===== config.mk =====
export PLATFORM = sky130hd
export DESIGN_NAME = serial_adder
export DESIGN_NICKNAME = d
export VERILOG_FILES = /design/src/rtl/serial_adder_pkg.sv /design/src/rtl/full_adder.sv /design/src/rtl/serial_adder.sv
export SDC_FILE = /design/constraint.sdc
export NUM_CORES = 1
export LEC_CHECK = 0
export ABC_AREA = 1
export CAP_MARGIN = 20
export CELL_PAD_IN_SITES_DETAIL_PLACEMENT = 1
export CELL_PAD_IN_SITES_GLOBAL_PLACEMENT = 1
export CORE_ASPECT_RATIO = 0.5
export CORE_MARGIN = 2
export CORE_UTILIZATION = 38
export DETAILED_ROUTE_END_ITERATION = 16
export GPL_TIMING_DRIVEN = 0
export PLACE_DENSITY = 0.84
export SLEW_MARGIN = 30
export SYNTH_ARGS = -nofsm -noshare
export SYNTH_HDL_FRONTEND = slang
export SYNTH_HIERARCHICAL = 1
export SYNTH_SLANG_ARGS = --single-unit

===== constraint.sdc =====
create_clock -name clk -period 1.7 [get_ports clk]
set_input_delay 0.34 -clock clk [delete_from_list [all_inputs] [get_ports clk]]
set_output_delay 0.34 -clock clk [all_outputs]
set_load 0.1 [all_outputs]

===== src/rtl/serial_adder_pkg.sv =====
// Shared constants for the bit-serial adder: FSM encoding, default width,
// and the counter width helper.
package serial_adder_pkg;

    localparam int DEFAULT_WIDTH = 8;

    typedef enum logic [1:0] {
        IDLE = 2'd0,
        RUN  = 2'd1,
        DONE = 2'd2
    } state_t;

    // Bit counter is clog2(width) wide but never narrower than one bit.
    function automatic int cnt_width(input int w);
        return (w > 1) ? $clog2(w) : 1;
    endfunction

endpackage


===== src/rtl/full_adder.sv =====
// Single-bit full-adder cell shared by the serial datapaths.
module full_adder (
    input  logic a,
    input  logic b,
    input  logic cin,
    output logic Sout,
    output logic Cout
);

    assign Sout = a ^ b ^ cin;
    assign Cout = (a & b) | (cin & (a ^ b));

endmodule


===== src/rtl/serial_adder.sv =====
// Bit-serial adder: one full-adder cell processes an operand pair LSB-first,
// one bit per clock, producing {cout, sum} = a + b + cin after WIDTH cycles.
module serial_adder
    import serial_adder_pkg::*;
#(
    parameter int WIDTH = DEFAULT_WIDTH
) (
    input  logic             clk,
    input  logic             rst_n,
    input  logic             start,
    input  logic [WIDTH-1:0] a,
    input  logic [WIDTH-1:0] b,
    input  logic             cin,
    output logic             busy,
    output logic             done,
    output logic [WIDTH-1:0] sum,
    output logic             cout
);

    localparam int CW = cnt_width(WIDTH);
    localparam int RW = (WIDTH > 1) ? WIDTH - 1 : 1;
    localparam logic [CW-1:0] LAST = CW'(WIDTH - 1);

    state_t           state, state_nxt;
    logic [WIDTH-1:0] a_sr, b_sr;
    logic [RW-1:0]    res_sr, res_shift;
    logic [WIDTH-1:0] res_nxt;
    logic [CW-1:0]    cnt;
    logic             carry, fa_s, fa_c, last_bit;

    assign last_bit = (cnt == LAST);

    full_adder u_fa (
        .a   (a_sr[0]),
        .b   (b_sr[0]),
        .cin (carry),
        .Sout(fa_s),
        .Cout(fa_c)
    );

    // res_sr only holds the WIDTH-1 bits already produced; the current cell
    // output completes the word, so the final edge can load sum directly.
    generate
        if (WIDTH == 1) begin : g_w1
            assign res_nxt   = fa_s;
            assign res_shift = res_sr;
        end else begin : g_wn
            assign res_nxt   = {fa_s, res_sr};
            assign res_shift = res_nxt[WIDTH-1:1];
        end
    endgenerate

    always_ff @(posedge clk or negedge rst_n) begin
        if (!rst_n) state <= IDLE;
        else        state <= state_nxt;
    end

    always_comb begin
        state_nxt = state;
        case (state)
            IDLE:    if (start) state_nxt = RUN;
            RUN:     if (last_bit) state_nxt = DONE;
            DONE:    state_nxt = IDLE;
            default: state_nxt = IDLE;
        endcase
    end

    always_comb begin
        busy = (state != IDLE);
        done = (state == DONE);
    end

    always_ff @(posedge clk or negedge rst_n) begin
        if (!rst_n) begin
            a_sr   <= '0;
            b_sr   <= '0;
            res_sr <= '0;
            carry  <= 1'b0;
            cnt    <= '0;
            sum    <= '0;
            cout   <= 1'b0;
        end else begin
            case (state)
                IDLE: if (start) begin
                    a_sr  <= a;
                    b_sr  <= b;
                    carry <= cin;
                    cnt   <= '0;
                end
                RUN: begin
                    a_sr   <= a_sr >> 1;
                    b_sr   <= b_sr >> 1;
                    res_sr <= res_shift;
                    carry  <= fa_c;
                    // Hold at LAST so the counter never wraps mid-operation.
                    if (!last_bit) cnt <= cnt + 1'b1;
                    if (last_bit) begin
                        sum  <= res_nxt;
                        cout <= fa_c;
                    end
                end
                default: ;
            endcase
        end
    end

endmodule


==> results_dict.tcl <==
set metrics [dict create \
    run_status "complete, no violations" \
    maxCapViolCount 0 \
    cts_root_buf "clkbuf_8" \
    period_minus_slack_ps 1650 \
    cellLeakagePower_uw 0.00119 \
    ys_ff_latch 38 \
    crit_fanout 10 \
    dp.cells 301 \
    hold_viol_final 0 \
    clk_pin_slew_ps 70 \
    vias 1554 \
    overflow 0 \
    dieArea_um2 5130 \
    syn_inst 213 \
    synth_cell_types 17 \
    gp_congestion 0.737 \
    drt-vias-per-instance 5.03 \
    timing_worst_setup_path_type "flip-flop to output pin" \
    drive_above_1_share_pct 14.7 \
    whs_ps 25.7 \
    area_growth_syn_to_layout_pct 32.5 \
    slew_viol_final 0 \
    rsz0062_at_grt "no" \
    ys_warn_count 6 \
    clkSinkCount 38 \
    htreeDepth 2 \
    routedWlPerCell_um 15.3 \
    placed_area_um2 2130 \
    reg2reg_depth 6 \
    setup_viol 0 \
    routed_wl_um 4740 \
    arrival_ps 1310 \
    cts_buffers 5 \
    nNetsFinal 275 \
    nFillCells 512 \
    fin_area_um2 2290 \
    cts_tree "built" \
    antenna_cells 0 \
    clkLatencyLatePin_ps 290 \
    fmax_mhz 607 \
    rows 17 \
    drt_iter0_markers 54 \
    fin_crit_sh_pct 97.0 \
    grt_max_degree 22 \
    synth_seq_area_share_pct 55.1 \
    ant_nets 0 \
    grtUsageTotal_pct 20.1 \
    grt_pass1_wl_um 7910 \
    syn_avg_cell_area_um2 8.11 \
    cts_buffer_depth 2 \
    hpwlAfterDp_um 3290 \
    critPathCaptureType "output pin" \
    floorplan.initialDensity_pct 39.4 \
    fp.dieH_um 51.7 \
    synth.cell_area_um2 1730 \
    drc 0 \
    die_width_um 99.3 \
    holdBufCountCts 0 \
    io_buffers 30 \
    first_global_vias 1668 \
    r2r-start "state[0]$_DFFE_PN0P_" \
    fin_cells 309 \
    core_area_um2 4380 \
    ir_worst_vdd_mv 0.602 \
    fin_skew_ps 4.70 \
    antenna_found_initial 0 \
    io_pins 31 \
    powerDensity_nw_per_um2 2120 \
    startpoint_type "flip-flop" \
    drtPass1Iterations 4 \
    postLayoutCoreUtil_pct 52.2 \
    synth_fp_nets 236 \
    worst_pin_slew_ps 539 \
    cp.required_ps 1360 \
    hp-class "input pin to asynchronous set/reset pin" \
    slew_headroom_pct 64.1 \
    power_uw 4860 \
    rrSetupSlack_ps 130 \
    r2r_end "carry$_DFFE_PN0P_" \
]
[critical path: stages, from the launching register on]
cell and delay (ps):
dfrtp_2 440, buf_4 190, nor2_4 130, inv_1 70, buf_6 180
[registers in the layout (all words and copies together), names as in the netlist]
register and cells:
a_sr 8, b_sr 8, carry 1, cnt 3, cout 1, res_sr 7, state 2, sum 8
[power by group]
group          leakage, µW  internal, µW  switching [µW]  total [µW]
clock network    0.0000573           470             319         789
registers         0.000485          1300             236        1540
logic             0.000644           718            1810        2530
total              0.00119          2490            2370        4860
[per-stage QoR]
step / setup WS [ps] / TNS, ps
final: 51.2 / 0
after global placement: -681 / -26990
after detailed placement: -697 / -3140
after CTS: -11.1 / -18.6
after floorplan: 105 / 0
after global routing: 10.6 / 0
[worst max path at each step]
stage | startpoint | to | slack [ps] | depth (start not counted)
global placement | state[1]$_DFFE_PN0P_ | done | -680 | 5
global route | state[0]$_DFFE_PN0P_ | busy | 10 | 4
CTS | state[1]$_DFFE_PN0P_ | done | -10 | 5
finish | state[0]$_DFFE_PN0P_ | busy | 50 | 4
floorplan | state[0]$_DFFE_PN0P_ | busy | 110 | 3
detailed placement | state[1]$_DFFE_PN0P_ | done | -700 | 5
[cell families after synthesis]
family | after synthesis | share of synthesized area (%)
flops | 38 | 55.1
compound gates | 15 | 4.56
simple gates | 133 | 30.9
fa+ha+maj | 3 | 2.61
buf+inv | 24 | 6.81
[final cells by class]
| cell class | instances | area (µm²) | area share, % |
|---|---|---|---|
| buffer | 9 | 66.3 | 2.90 |
| inverter | 14 | 52.6 | 2.30 |
| sequential | 38 | 952 | 41.6 |
| clock buffer | 6 | 82.6 | 3.61 |
| clock inverter | 1 | 30.0 | 1.31 |
| timing repair buffer | 33 | 360 | 15.7 |
| tap | 57 | 71.3 | 3.12 |
| multi-input combinational | 151 | 673 | 29.4 |
[layer usage]
layer | up-vias | part of all wire [%] | track usage [%]
li1 | 748 | - | -
met1 | 767 | 44 | 24.9
met2 | 34 | 53 | 35.7
met3 | 5 | 3.1 | 4.30
met4 | 0 | 0.49 | 6.85
met5 | - | 0 | 0
[synth_stat cells]
master      n  share of area [%]
inv_2       1               0.22
nand2_2     1               0.36
o21ai_2     1               0.51
buf_6       1               0.65
nor2_1      3               0.65
nand3_1    20                5.8
dfrtp_1    38                 55
nand4_1     3                1.1
inv_1      13                2.8
buf_2       4                1.2
fa_1        1                1.2
buf_4       4                1.7
ha_1        2                1.4
clkbuf_1    1               0.22
o21ai_0     7                2.0
o21ai_1     7                2.0
nand2_1   106                 23
[repair_timing]
action | CTS | global route
setup buffers | 0 | 2
pin swaps | 0 | 1
resized for setup | 50 | 1
endpoints found under the setup margin | 11 | 2
[cell usage in the layout (no fill, tap or decap), types with 2 or more instances in the layout]
cell type	synthesis	routed
buf_4	4	6
clkdlybuf4s15_2	0	9
buf_6	1	3
dfrtp_1	38	37
clkbuf_8	0	6
buf_2	4	3
o21ai_0	7	7
o21ai_1	7	7
nand2_1	106	106
ha_1	2	2
clkdlybuf4s50_1	0	18
nor2_4	0	2
nand4_1	3	3
nand3_1	20	20
inv_2	1	2
inv_1	13	12
Note: power is estimated with default switching activity, not from simulation.
